**src/rtl/crc_tx_framer.sv**
```systemverilog
// CRC-8 transmit framer: forwards payload bytes through one output register,
// steers an external CRC-8 engine and appends its result as the frame's last byte.
module crc_tx_framer #(
  parameter int unsigned MAX_LEN = 64,
  parameter int unsigned LEN_W   = $clog2(MAX_LEN + 1)
) (
  input  logic       i_clk,
  input  logic       i_arst_n,
  input  logic       i_abort,
  input  logic       s_valid,
  output logic       s_ready,
  input  logic [7:0] s_data,
  input  logic       s_last,
  output logic       m_valid,
  input  logic       m_ready,
  output logic [7:0] m_data,
  output logic       m_last,
  output logic       o_crc_init,
  output logic       o_crc_calc,
  output logic [7:0] o_crc_data,
  input  logic [7:0] i_crc,
  output logic       o_len_err,
  output logic       o_busy
);

  typedef enum logic [1:0] {
    ST_IDLE = 2'd0,
    ST_DATA = 2'd1,
    ST_CRC  = 2'd2
  } state_t;

  state_t           state_q, state_d;
  logic [LEN_W-1:0] count_q, count_d;
  logic [LEN_W-1:0] count_inc;
  logic             at_max;
  logic             m_valid_q, m_valid_d;
  logic [7:0]       m_data_q, m_data_d;
  logic             m_last_q, m_last_d;
  logic             len_err_q, len_err_d;
  logic             out_free;
  logic             ready;
  logic             accept;
  logic             crc_init;
  logic             crc_calc;

  // Byte count including the byte being accepted this cycle.
  assign count_inc = count_q + LEN_W'(1);
  assign at_max    = (count_inc == LEN_W'(MAX_LEN));

  // Next-state, handshake and engine control; abort overrides everything.
  always_comb begin
    state_d   = state_q;
    count_d   = count_q;
    m_valid_d = m_valid_q;
    m_data_d  = m_data_q;
    m_last_d  = m_last_q;
    len_err_d = 1'b0;
    crc_init  = 1'b0;
    crc_calc  = 1'b0;
    out_free  = ~m_valid_q | m_ready;
    ready     = out_free & (state_q != ST_CRC) & ~i_abort;
    accept    = s_valid & ready;

    if (i_abort) begin
      state_d   = ST_IDLE;
      m_valid_d = 1'b0;
      m_last_d  = 1'b0;
      count_d   = '0;
      crc_init  = 1'b1;
    end else if (state_q == ST_CRC) begin
      // Engine result is final here; load it as the closing beat and rearm.
      if (out_free) begin
        m_data_d  = i_crc;
        m_valid_d = 1'b1;
        m_last_d  = 1'b1;
        crc_init  = 1'b1;
        count_d   = '0;
        state_d   = ST_IDLE;
      end
    end else if (accept) begin
      m_data_d  = s_data;
      m_valid_d = 1'b1;
      m_last_d  = 1'b0;
      crc_calc  = 1'b1;
      count_d   = count_inc;
      len_err_d = ~s_last & at_max;
      if (s_last | at_max) begin
        state_d = ST_CRC;
      end else begin
        state_d = ST_DATA;
      end
    end else if (m_ready) begin
      m_valid_d = 1'b0;
      m_last_d  = 1'b0;
    end
  end

  // State register.
  always_ff @(posedge i_clk or negedge i_arst_n) begin
    if (!i_arst_n) begin
      state_q <= ST_IDLE;
    end else begin
      state_q <= state_d;
    end
  end

  // Output register, byte counter and length-error pulse.
  always_ff @(posedge i_clk or negedge i_arst_n) begin
    if (!i_arst_n) begin
      count_q   <= '0;
      m_valid_q <= 1'b0;
      m_data_q  <= 8'h00;
      m_last_q  <= 1'b0;
      len_err_q <= 1'b0;
    end else begin
      count_q   <= count_d;
      m_valid_q <= m_valid_d;
      m_data_q  <= m_data_d;
      m_last_q  <= m_last_d;
      len_err_q <= len_err_d;
    end
  end

  // Reset also blocks the upstream handshake and engine folding.
  assign s_ready    = ready & i_arst_n;
  assign o_crc_calc = crc_calc & i_arst_n;
  assign o_crc_init = crc_init;
  assign o_crc_data = s_data;
  assign m_valid    = m_valid_q;
  assign m_data     = m_data_q;
  assign m_last     = m_last_q;
  assign o_len_err  = len_err_q;
  assign o_busy     = (state_q != ST_IDLE) | m_valid_q;

endmodule
```
**config.mk**
```make
export PLATFORM = sky130hd
export DESIGN_NAME = crc_tx_framer
export DESIGN_NICKNAME = d
export VERILOG_FILES = /design/src/rtl/crc_tx_framer.sv
export SDC_FILE = /design/constraint.sdc
export NUM_CORES = 1
export LEC_CHECK = 0
export ABC_AREA = 1
export ABC_CLOCK_PERIOD_IN_PS = 2680
export CAP_MARGIN = 20
export CORE_MARGIN = 2
export CORE_UTILIZATION = 40
export DETAILED_ROUTE_END_ITERATION = 10
export PLACE_DENSITY = 0.74
export SLEW_MARGIN = 20
export SYNTH_ARGS = -nofsm -noshare
export SYNTH_HDL_FRONTEND = slang
export SYNTH_SLANG_ARGS = --single-unit
```
**constraint.sdc**
```tcl
create_clock -name i_clk -period 2.68 [get_ports i_clk]
set_clock_uncertainty 0.15 [all_clocks]
set_input_delay 0.402 -clock i_clk [delete_from_list [all_inputs] [get_ports i_clk]]
set_output_delay 0.402 -clock i_clk [all_outputs]
set_load 0.005 [all_outputs]
```
## Yosys cells after proc, flatten, opt, wreduce, memory -nomap -nowiden

Cells that the tools add are included.

- Output and inout port bits: 23
- Flip-flop bits (word level): 20
- Logic and storage cells: 60

- Bitwise operators: 12
- Equality and inequality tests: 5
- Reductions and logical operators: 7
- Add/sub/neg operators: 1
- Muxes and demuxes: 29

Operator list:

| operator | number |
|---|---|
| 7-bit 2-to-1 mux | 4 |
| 8-bit 2-to-1 mux | 3 |
| 1-bit 2-to-1 mux | 17 |
| 2-bit 2-to-1 mux | 5 |
| 7-bit by 1-bit adder with 7-bit output (second input constant) | 1 |
| 7-bit equality test (second input constant) | 1 |
| 1-bit bitwise AND | 6 |
| 2-bit != test (second input constant) | 2 |
| 2-bit AND reduction | 2 |
| 2-bit nonzero test | 2 |
| 4-bit nonzero test | 1 |
| 3-bit != test (second input constant) | 1 |
| 1-bit NOT | 3 |
| 1-bit OR | 3 |
| 3-bit AND reduction | 1 |
| 3-bit nonzero test | 1 |
| 2-bit equality test (second input constant) | 1 |

## Logic depth before layout (Yosys ltp)

Gate-level depths: netlist of run 1.

- Depth in word-level cells: 9
- Gate-level depth with buffers: 10
- Mapped depth without buffers: 10

## Worst setup path before layout of run 1

OpenSTA, ideal clock, no wires.

- Kind: register -> register
- Start point: register state_q[1]
- End point: register m_data_q[0] (netlist: m_data[0])
- Path slack: 1.233 ns
- Arrival: 1.173 ns
- Buffers on the path: 0
- Library setup time: 0.124 ns
- Data required time: 2.406 ns
- Stages on the path, launching flop included: 9
- Path through: dfrtp_1 -> inv_1 -> nor2_2 -> nor2_2 -> nand3_2 -> a21oi_4 -> inv_4 -> nand2_1 -> nand2_1

- Word-level cells in the longest chain between the ends: 6
- Elaborated cells on any way between the ends: 9
- Classes of those cells: eq/ne: 3; mux: 1; bitwise: 3; reduce/logical: 2

RTL lines:

| item | line | text |
|---|---|---|
| start, declared | 32 | `state_t state_q, state_d;` |
| start signal, assigned | 103 | `state_q <= state_d;` |
| 2-bit != test | 61 | `ready = out_free & (state_q != ST_CRC) & ~i_abort;` |
| 1-bit bitwise AND (2 in a row) | 61 |  |
| 1-bit bitwise AND | 62 | `accept = s_valid & ready;` |
| 2-bit nonzero test (no line) | n/a |  |
| 3-bit AND reduction (no line) | n/a |  |
| end signal, assigned | 118 | `m_data_q <= m_data_d;` |
| end, declared | 37 | `logic [7:0] m_data_q, m_data_d;` |

Parallel ways exist; a longest one is shown, timed or not.
A chain may end at the register's enable or synchronous reset.

## Final worst setup path of run 1

- Start point: input i_abort
- End point: output o_crc_calc

- Word-level cells in the longest chain between the ends: 7

RTL lines:

| item | line | text |
|---|---|---|
| start, declared | 9 | `input logic i_abort,` |
| 1-bit NOT (no line) | n/a |  |
| 1-bit bitwise AND | 61 |  |
| 1-bit bitwise AND | 62 |  |
| 1-bit 2-to-1 mux | 80 | `end else if (accept) begin` |
| 1-bit 2-to-1 mux | 70 | `end else if (state_q == ST_CRC) begin` |
| 1-bit 2-to-1 mux * | 64 | `if (i_abort) begin` |
| 1-bit bitwise AND * | 126 | `assign o_crc_calc = crc_calc & i_arst_n;` |
| end, declared | 19 | `output logic o_crc_calc,` |

Mark *: on every way between the ends. The rest lies on a longest branch, timed or not.

==> qor_table.md, run 1 <==
| Result | Value | Unit |
| --- | --- | --- |
| Post-route DRC | 0 | - |
| Vias in the first global route | 1,101 | - |
| Reported max-cap violation count | 0 | - |
| Worst-case setup slack after placement | 0.315 | ns |
| Total instance count after detailed placement | 208 | - |
| CTS H-Tree Depth | 1 | - |
| Pwr per Cell Area | 530 | mW/mm2 |
| Design Area, Final | 0.00158 | mm2 |
| Async set or reset register ratio after synthesis | 100 | % |
| Drt first-iter violations | 29 | - |
| Post-synthesis net count | 162 | - |
| Result of the run | finished clean | - |
| Placer congestion estimate | 0.928 | - |
| Global-route wire length before repair | 4590 | um |
| Most instantiated flip-flop cell in the synthesis netlist | sky130_fd_sc_hd__dfrtp_1 | - |
| Share of final-layout standard cells stronger than drive strength 1 | 13.3 | % |
| CTS clock-pin slew for the worst setup and hold paths | 0.12 | ns |
| TritonCTS clock tree | yes | - |
| Total wirelength of the detailed-routed design | 2670 | um |
| Adder-cell area share of the yosys netlist | 1.12 | % |
| Fraction of post-synthesis cell area in the top cell type by area | 44.8 | % |
| Max Slew Vio Count | 0 | - |
| Maximum fanout encountered on the critical timing path | 4 | - |
| Net count reported at finish | 205 | - |
| Instance count of the mapped netlist | 139 | - |
| Summed negative setup slack over all endpoints | 0 | ns |
| Worst slew slack as a fraction of its limit | 79.5 | % |
| Setup slack after layout | 0.299 | ns |
| Pre-antenna DRT Iters | 4 | - |
| Simple-gate portion of the synthesized area | 29.9 | % |
| Transition time at the pin with the least slew margin | 0.306 | ns |
| Unrepaired setup endpoints after global routing | false | - |
| Crit path DAT | 1.83 | ns |
| Cts bufs inserted | 3 | - |
| Final Setup Violations | 0 | - |
| Per-cell via count in the routed design | 5.10 | - |
| Input/output buffers | 44 | - |
| Master cell of the clock root buffer | sky130_fd_sc_hd__clkbuf_4 | - |
| Number of hold violations in the final report | 0 | - |
| Mean instance size in the synthesized netlist | 8.03 | um2 |
| Non-filler cells in the finished layout | 212 | - |
| Wire length per cell after detailed routing | 12.6 | um |
| Most common library cells after synthesis | sky130_fd_sc_hd__nand2_1 (44), sky130_fd_sc_hd__dfrtp_1 (20), sky130_fd_sc_hd__inv_1 (12) | - |
| Netlist area before placement | 0.00112 | mm2 |
| Classification of the worst setup path | input pin to primary output | - |
| Cell breakdown of the critical path | clkdlybuf4s50_1 -> nor2_2 -> nand3_2 -> nor2_1 -> clkdlybuf4s50_1 | - |
| P_leak | 0.736 | nW |
| Yosys warns | 0 | - |
| Final critical-path share of the clock period | 88.8 | % |
| Worst path most repeated cell | sky130_fd_sc_hd__clkdlybuf4s50_1 | - |
| Number of antenna violations at the first check in global routing | 0 | - |
| Post-synth EDFFs | 0 | - |
| Main combinational cell family by area after synthesis | simple AND/OR/NAND/NOR gates | - |
| Data required, critical path | 2.13 | ns |
| Half-perimeter wire length after placement | 2080 | um |
| Number of primary I/O pins | 45 | - |
| Placed cell areas | 0.00155 | mm2 |
| Yosys reg bits | 20 | - |
| Starting density of the core | 41.2 | % |
| Most frequent cell after synthesis | sky130_fd_sc_hd__nand2_1 | - |
| Library cell with the largest summed area after synthesis | sky130_fd_sc_hd__dfrtp_1 | - |
| Worst vdd rail ir drop | 0.358 | mV |
| Antenna diodes | 0 | - |
| Area contributors post-synth | sky130_fd_sc_hd__dfrtp_1 (45%), sky130_fd_sc_hd__nand2_1 (15%), sky130_fd_sc_hd__buf_4 (5.4%) | - |
| Highest clock frequency the design can meet | 420 | MHz |
| Max Buffers Root-to-Sink | 2 | - |
| Area overhead of the layout relative to synthesis | 41.8 | % |
| Final worst path period need | 2.38 | ns |
| Kind of start point of the critical path | input pin | - |
| Netlist cell types | 24 | - |
| Placeable core region | 0.00271 | mm2 |
| Die Span Y | 56.8 | um |
| Total number of vias | 1,082 | - |
| Sinks on the clock net | 20 | - |
| All-Layer GR Usage | 18.0 | % |
| Slowest library cell on the worst path | sky130_fd_sc_hd__clkdlybuf4s50_1 | - |
| Maximum number of pins on one net before global-route repair | 21 | - |
| CTS Hold Bufs | 0 | - |
| Tightest Hold Check Type | input pin to async pin | - |
| Number of nets with antenna violations after routing | 0 | - |
| Share of the yosys chip area belonging to registers | 44.8 | % |
| Compound-cell area share of the yosys netlist | 12.0 | % |
| Mux cell area share after synthesis | 0 | % |
| Insertion delay to the later sink of the worst-skew pair | 0.31 | ns |
| Row count | 19 | - |
| DIE AREA | 0.00323 | mm2 |
| Xor/xnor cell area share of the yosys netlist | 0.785 | % |
| Gates resized, CTS repair | 0 | - |
| CP peak stage delay | 0.51 | ns |
| Endpoint kind of the worst setup timing path | primary output | - |
| Post-CTS setup repair buffer count | 0 | - |
| Die width | 56.8 | um |
| Final global-route overflow total | 0 | - |
worst paths after layout:
path	startpoint	slack [ns]	cells after the start	end
worst max-delay path	i_abort	0.30	5	o_crc_calc
worst min-delay path	i_arst_n	0.32	2	m_data[6]
worst max register to register	state_q[1]	0.95	9	m_data[6]
worst min register to register	m_data[2]	0.34	2	m_data[2]
max in group asynchronous	i_arst_n	1.85	2	m_data[0]
min in group i_clk	m_data[2]	0.34	2	m_data[2]
cells by family (layout without fill, tap and decap cells):
group / after synthesis / count (layout)
fa+ha+maj: 1 / 1
xor+xnor: 1 / 1
simple gates: 74 / 74
compound gates: 20 / 20
flops: 20 / 20
buf+inv: 23 / 65
final cells by class:
class                      instances  area, um2
inverter                          14       55.1
sequential                        20        500
clock buffer                       4       36.3
multi-input combinational         96        489
timing repair buffer              47        463
fill                             261       1130
tap                               31       38.8
metrics by stage:
step | hold slack (ns) | util [%] | total power, mW
after floorplan | -0.0436 | - | 0.503
after detailed placement | 0.315 | 57.1 | 0.666
after global routing | 0.323 | 58.4 | 0.892
after CTS | 0.327 | 58.4 | 0.845
after global placement | 0.316 | 57.1 | 0.658
final | 0.325 | 58.4 | 0.840
sequential cells by signal, summed over array words and instances, names as in the netlist:
name,flops
m_valid,1
count_q,7
m_last,1
state_q,2
m_data,8
o_len_err,1
critical path: cells and delay by family:
kind                   cells  cell delay (ns)
buffers and inverters      2             1.02
AND/OR/NAND/NOR            3             0.41
report_power, final:
group          internal, mW  total [mW]  switching [mW]  leakage (nW)
registers             0.356       0.393          0.0373         0.262
logic                 0.158       0.264           0.106         0.453
clock network        0.0830       0.182          0.0988        0.0210
cell usage in the layout, fill, tap and decap left out, drive strengths merged:
cell,netlist,final
o21bai,1,1
a21oi,2,2
inv,14,14
o21ai,9,9
nor3,1,1
nor2,9,9
nand3,9,9
o211ai,8,8
xor2,1,1
clkdlybuf4s50,0,44
dfrtp,20,20
or2,8,8
clkbuf,0,4
ha,1,1
buf,9,3
or3,1,1
nand2,46,46
routing by layer:
metal	vias to the layer above	routed length, um	global-route usage (%)
li1	526	-	-
met1	524	1110	20.2
met2	30	1420	32.4
met3	2	121	3.69
met4	0	9	8.31
met5	-	0	0
Power figures use the tool's default switching activity.
==> run 2, diff against run 1 <==
--- a/config.mk
+++ b/config.mk
@@ -9,9 +9,9 @@
 export ABC_CLOCK_PERIOD_IN_PS = 2680
 export CAP_MARGIN = 20
 export CORE_MARGIN = 2
-export CORE_UTILIZATION = 40
+export CORE_UTILIZATION = 46
 export DETAILED_ROUTE_END_ITERATION = 10
-export PLACE_DENSITY = 0.74
+export PLACE_DENSITY = 0.84
 export SLEW_MARGIN = 20
 export SYNTH_ARGS = -nofsm -noshare
 export SYNTH_HDL_FRONTEND = slang
==> run 2 against run 1 <==
Effect of this change: global-route usage rose by 3.7 points; wire length up 3.8%; register-to-register slack got worse by 0.16 ns; setup slack gained 0.021 ns; largest cell class unchanged; via count is 2.6% lower; combinational power barely moved; worst hold slack improved by 0.0025 ns; core utilization grew 11 points.
==> qor_table.md, run 2 (same netlist as run 1, synthesis figures left out) <==
| Result | Value | Unit | Delta |
| --- | --- | --- | --- |
| Endpoint of the most critical register-to-register path | m_data[3] | - |  |
| CTS clock-pin slew for the worst setup and hold paths | 0.11 | ns | about the same |
| Pre-antenna DRT Iters | 4 | - | unchanged |
| Insertion delay to the later sink of the worst-skew pair | 0.30 | ns | about the same |
| Setup slack after layout | 0.320 | ns | +0.0210 ns |
| Result of the run | finished clean | - |  |
| Endpoint kind of the worst setup timing path | primary output | - |  |
| Maximum number of pins on one net before global-route repair | 21 | - | unchanged |
| Data required, critical path | 2.13 | ns | about the same |
| Placer congestion estimate | 0.810 | - | -13% |
| Summed negative setup slack over all endpoints | 0 | ns | unchanged |
| Gates resized, CTS repair | 0 | - | unchanged |
| Pwr per Cell Area | 515 | mW/mm2 | -2.9% |
| Final standard cell utilization of the core | 69.4 | % | +11 points |
| Final global-route overflow total | 0 | - | unchanged |
| Wire length per cell after detailed routing | 13.3 | um | +5.7% |
| Placeable core region | 0.00225 | mm2 | -17% |
| Crit path DAT | 1.81 | ns | -0.02 ns |
| Number of hold violations in the final report | 0 | - | unchanged |
| Number of primary I/O pins | 45 | - | unchanged |
| Final worst path period need | 2.36 | ns | -0.0210 ns |
| Global-route wire length before repair | 4350 | um | -5.1% |
| All-Layer GR Usage | 21.7 | % | +3.7 points |
| DIE AREA | 0.00284 | mm2 | -12% |
| R2R cell count | 10 | - | +1 |
| Vias in the first global route | 1,001 | - | -9.1% |
| Starting density of the core | 49.5 | % | +8.3 points |
| Critical path destination | o_crc_calc | - |  |
| Worst-case setup slack after placement | 0.339 | ns | +0.0231 ns |
| Sinks on the clock net | 20 | - | unchanged |
| Highest clock frequency the design can meet | 424 | MHz | +0.89% |
| Max Slew Vio Count | 0 | - | unchanged |
| Unrepaired setup endpoints after global routing | false | - |  |
| Share of final-layout standard cells stronger than drive strength 1 | 12.8 | % | -0.48 points |
| Cts bufs inserted | 3 | - | unchanged |
| Final critical-path share of the clock period | 88.1 | % | -0.78 points |
| Setup slack on the worst flop-to-flop path | 0.79 | ns | -0.16 ns |
| Post-CTS setup repair buffer count | 0 | - | unchanged |
| Total wirelength of the detailed-routed design | 2770 | um | +3.8% |
| Post-route DRC | 0 | - | unchanged |
| Tightest Hold Check Type | input pin to async pin | - |  |
| Area overhead of the layout relative to synthesis | 40.2 | % |  |
| Non-filler cells in the finished layout | 208 | - | -1.9% |
| Per-cell via count in the routed design | 5.07 | - | -0.71% |
| Half-perimeter wire length after placement | 2090 | um | +0.77% |
| Antenna diodes | 0 | - | unchanged |
| Row count | 17 | - | -2 |
| Reg-to-reg critical path startpoint | state_q[1] | - |  |
| TritonCTS clock tree | yes | - |  |
| Net count reported at finish | 205 | - | unchanged |
| Kind of start point of the critical path | flop | - |  |
| CTS H-Tree Depth | 1 | - | unchanged |
| Maximum fanout encountered on the critical timing path | 11 | - | +7 |
| Largest register FFs | 8 | - | unchanged |
| Transition time at the pin with the least slew margin | 0.332 | ns | +0.0252 ns |
| Classification of the worst setup path | flop to primary output | - |  |
| Max Buffers Root-to-Sink | 2 | - | unchanged |
| Final Setup Violations | 0 | - | unchanged |
| Number of nets with antenna violations after routing | 0 | - | unchanged |
| Commonest non-fill, non-tap cells in the layout | sky130_fd_sc_hd__nand2_1 (44), sky130_fd_sc_hd__clkdlybuf4s50_1 (44), sky130_fd_sc_hd__dfrtp_1 (20) | - |  |
| Input/output buffers | 44 | - | unchanged |
| Worst slew slack as a fraction of its limit | 77.8 | % | -1.7 points |
| Drt first-iter violations | 17 | - | -41% |
| Total number of vias | 1,054 | - | -2.6% |
| P_leak | 0.729 | nW | -0.98% |
| Worst Setup SP | state_q[1] | - |  |
| Number of antenna violations at the first check in global routing | 0 | - | unchanged |
| Total instance count after detailed placement | 205 | - | -1.4% |
| Die Span Y | 53.3 | um | -6.3% |
| CTS Hold Bufs | 0 | - | unchanged |
| Die width | 53.3 | um | -6.3% |
| Reported max-cap violation count | 0 | - | unchanged |
| Worst vdd rail ir drop | 0.312 | mV | -13% |
| Master cell of the clock root buffer | sky130_fd_sc_hd__clkbuf_4 | - |  |
-- run 2: cell count changes in the layout (fill, tap and decap cells not counted) --
| cell | change |
|---|---|
| sky130_fd_sc_hd__clkbuf_8 | -1 |
-- run 2: layout make-up --
type	count	area, um2
fill	186	689
sequential	20	500
multi-input combinational	96	489
timing repair buffer	47	463
inverter	14	55.1
tap	28	35.0
clock buffer	3	22.5
-- run 2: worst min-delay path by stage --
stage	startpoint	end	slack, ns
after global placement	m_data[3]	m_data[3]	0.31
after detailed placement	m_data[1]	m_data[1]	0.32
final	i_arst_n	m_data[3]	0.33
after CTS	i_arst_n	m_data[3]	0.33
after floorplan	i_arst_n	count_q[0]	-0.04
after global routing	i_arst_n	m_data[3]	0.35
-- run 2: worst max-delay path, cell delays in order, from the launching register on --
cell,delay (ns)
sky130_fd_sc_hd__dfrtp_1,0.40
sky130_fd_sc_hd__inv_1,0.07
sky130_fd_sc_hd__nor2_2,0.03
sky130_fd_sc_hd__buf_4,0.18
sky130_fd_sc_hd__nor2_2,0.14
sky130_fd_sc_hd__nand3_2,0.09
sky130_fd_sc_hd__nor2_1,0.09
sky130_fd_sc_hd__clkdlybuf4s50_1,0.51
-- run 2: power by group --
part	switching, mW	internal [mW]
clock	0.0935	0.0524
sequential	0.0372	0.356
combinational	0.109	0.159
total	0.240	0.567
-- run 2: metal layers --
metal / GRT usage [%] / vias to the layer above / share of wire (%)
met5: 0 / - / 0
met4: 9.83 / 0 / 1.4
met3: 3.39 / 6 / 3.7
met2: 36.8 / 26 / 52
met1: 26.7 / 495 / 43
li1: - / 527 / -
-- run 2: metrics by stage --
| stage | cell area [um2] | hold WS, ns | power [mW] |
|---|---|---|---|
| 3_3_place_gp | 1540 | 0.314 | 0.658 |
| 4_1_cts | 1570 | 0.331 | 0.813 |
| 6_report | 1570 | 0.327 | 0.806 |
| 5_1_grt | 1570 | 0.352 | 0.853 |
| 2_1_floorplan | 1120 | -0.0436 | 0.503 |
| 3_5_place_dp | 1540 | 0.319 | 0.667 |
==> run 3, diff against run 2 <==
==> constraint.sdc (replaced) <==
create_clock -name i_clk -period 2.68 [get_ports i_clk]
set_clock_uncertainty 0.15 [all_clocks]
set_input_delay 0.402 -clock i_clk [delete_from_list [all_inputs] [get_ports i_clk]]
set_output_delay 0.402 -clock i_clk [all_outputs]
set_load 0.05 [all_outputs]
==> run 3 against run 2 <==
Effect of this change: cell count is 0.48% lower; first-iteration DRC count is 12% higher; total power is 26% higher; non-clock buffer count is 2 lower; setup slack worse by 0.083 ns; register-to-register slack worse by 0.04 ns; design area is 1.0% higher; clock power is 20% higher; critical path depth is 5 lower; critical endpoint is now o_busy.
==> qor_table.md, run 3 (same netlist as run 1, synthesis figures left out) <==
| Result | Value | Unit | Delta |
| --- | --- | --- | --- |
| Input/output buffers | 44 | - | unchanged |
| Insertion delay to the later sink of the worst-skew pair | 0.30 | ns | about the same |
| Final worst path period need | 2.44 | ns | +0.0834 ns |
| Endpoint kind of the worst setup timing path | primary output | - |  |
| CTS clock-pin slew for the worst setup and hold paths | 0.11 | ns | about the same |
| Antenna diodes | 0 | - | unchanged |
| Placeable core region | 0.00225 | mm2 | unchanged |
| Row count | 17 | - | unchanged |
| Die width | 53.3 | um | unchanged |
| Data required, critical path | 2.13 | ns | about the same |
| P_leak | 0.737 | nW | +1.1% |
| Wire length per cell after detailed routing | 13.0 | um | -2.2% |
| Maximum fanout encountered on the critical timing path | 3 | - | -8 |
| Master cell of the clock root buffer | sky130_fd_sc_hd__clkbuf_4 | - |  |
| Number of primary I/O pins | 45 | - | unchanged |
| Post-route DRC | 0 | - | unchanged |
| Max Buffers Root-to-Sink | 2 | - | unchanged |
| Unrepaired setup endpoints after global routing | false | - |  |
| Share of final-layout standard cells stronger than drive strength 1 | 14.0 | % | +1.2 points |
| Area overhead of the layout relative to synthesis | 41.7 | % |  |
| Crit path DAT | 1.89 | ns | +0.08 ns |
| Transition time at the pin with the least slew margin | 0.557 | ns | +0.226 ns |
| Worst slew slack as a fraction of its limit | 62.8 | % | -15 points |
| Total wirelength of the detailed-routed design | 2690 | um | -2.7% |
| Sinks on the clock net | 20 | - | unchanged |
| Global-route wire length before repair | 4490 | um | +3.0% |
| Max Slew Vio Count | 0 | - | unchanged |
| Half-perimeter wire length after placement | 2130 | um | +1.7% |
| Commonest non-fill, non-tap cells in the layout | sky130_fd_sc_hd__nand2_1 (44), sky130_fd_sc_hd__clkdlybuf4s50_1 (41), sky130_fd_sc_hd__dfrtp_1 (20) | - |  |
| Net count reported at finish | 203 | - | -0.98% |
| Tightest Hold Check Type | input pin to async pin | - |  |
| Gates resized, CTS repair | 0 | - | unchanged |
| Result of the run | finished clean | - |  |
| DIE AREA | 0.00284 | mm2 | unchanged |
| Highest clock frequency the design can meet | 409 | MHz | -3.4% |
| All-Layer GR Usage | 22.3 | % | +0.64 points |
| Per-cell via count in the routed design | 5.06 | - | -0.18% |
| CTS Hold Bufs | 0 | - | unchanged |
| CTS H-Tree Depth | 1 | - | unchanged |
| Total instance count after detailed placement | 203 | - | -0.98% |
| Classification of the worst setup path | flop to primary output | - |  |
| Die Span Y | 53.3 | um | unchanged |
| Pwr per Cell Area | 643 | mW/mm2 | +25% |
| Cts bufs inserted | 3 | - | unchanged |
| Non-filler cells in the finished layout | 207 | - | -0.48% |
| Summed negative setup slack over all endpoints | 0 | ns | unchanged |
| Worst vdd rail ir drop | 0.420 | mV | +35% |
| Reported max-cap violation count | 0 | - | unchanged |
| Final critical-path share of the clock period | 91.2 | % | +3.1 points |
| Pre-antenna DRT Iters | 4 | - | unchanged |
| Total number of vias | 1,047 | - | -0.66% |
| Maximum number of pins on one net before global-route repair | 21 | - | unchanged |
| Drt first-iter violations | 19 | - | +2 |
| Hold WS | 0.302 | ns | -0.0254 ns |
| Kind of start point of the critical path | flop | - |  |
| Commonest non-fill, non-tap cell in the layout | sky130_fd_sc_hd__nand2_1 | - |  |
| Post-CTS setup repair buffer count | 0 | - | unchanged |
| Vias in the first global route | 1,081 | - | +8.0% |
| Placer congestion estimate | 0.848 | - | +4.7% |
| Sum of internal, switching and leakage power | 1.02 | mW | +26% |
| Largest register FFs | 8 | - | unchanged |
| Final standard cell utilization of the core | 70.1 | % | +0.72 points |
| Number of nets with antenna violations after routing | 0 | - | unchanged |
| Number of antenna violations at the first check in global routing | 0 | - | unchanged |
| Final Setup Violations | 0 | - | unchanged |
| TritonCTS clock tree | yes | - |  |
| Starting density of the core | 49.5 | % | unchanged |
| Number of hold violations in the final report | 0 | - | unchanged |
| Final global-route overflow total | 0 | - | unchanged |
| Fill cell total of the finished layout | 186 | - | unchanged |
==> run 3: cell type report <==
| cell class | count | area [um2] | share of cell area, % |
|---|---|---|---|
| Clock buffer | 4 | 36.3 | 2.29 |
| Inverter | 14 | 55.1 | 3.48 |
| Multi-Input combinational cell | 96 | 489 | 30.9 |
| Sequential cell | 20 | 500 | 31.6 |
| Tap cell | 28 | 35.0 | 2.22 |
| Timing Repair Buffer | 45 | 465 | 29.4 |
==> run 3: per-stage QoR <==
step | area, um2 | setup slack, ns
6_report | 1580 | 0.236
3_5_place_dp | 1550 | 0.419
5_1_grt | 1580 | 0.190
2_1_floorplan | 1120 | 0.517
3_3_place_gp | 1550 | 0.435
4_1_cts | 1580 | 0.229
==> run 3: path summary, 6_finish.rpt <==
check | start | end | slack, ns | depth (start not counted)
setup / recovery | state_q[1] | o_busy | 0.24 | 2
hold / removal | i_arst_n | m_data[2] | 0.30 | 2
setup reg to reg | state_q[0] | count_q[6] | 0.75 | 7
hold reg to reg | m_data[5] | m_data[5] | 0.35 | 2
max in group asynchronous | i_arst_n | m_valid | 1.87 | 2
min in group i_clk | m_data[5] | m_data[5] | 0.35 | 2
==> run 3: layer usage <==
metal | vias to the layer above | share of wire (%) | global-route usage, %
li1 | 519 | - | -
met1 | 489 | 39 | 23.0
met2 | 30 | 54 | 41.8
met3 | 9 | 4.3 | 6.50
met4 | 0 | 1.8 | 8.12
met5 | - | 0 | 0
==> run 3: critical path: stages, from the launching register on <==
cell and delay (ns):
sky130_fd_sc_hd__dfrtp_1 0.41, sky130_fd_sc_hd__or3_2 0.47, sky130_fd_sc_hd__clkdlybuf4s50_1 0.71
==> run 3: power breakdown <==
group | total, mW | switching [mW] | leakage (nW) | internal, mW
Combinational | 0.448 | 0.289 | 0.454 | 0.159
Clock | 0.175 | 0.0919 | 0.0210 | 0.0830
Sequential | 0.393 | 0.0371 | 0.262 | 0.356
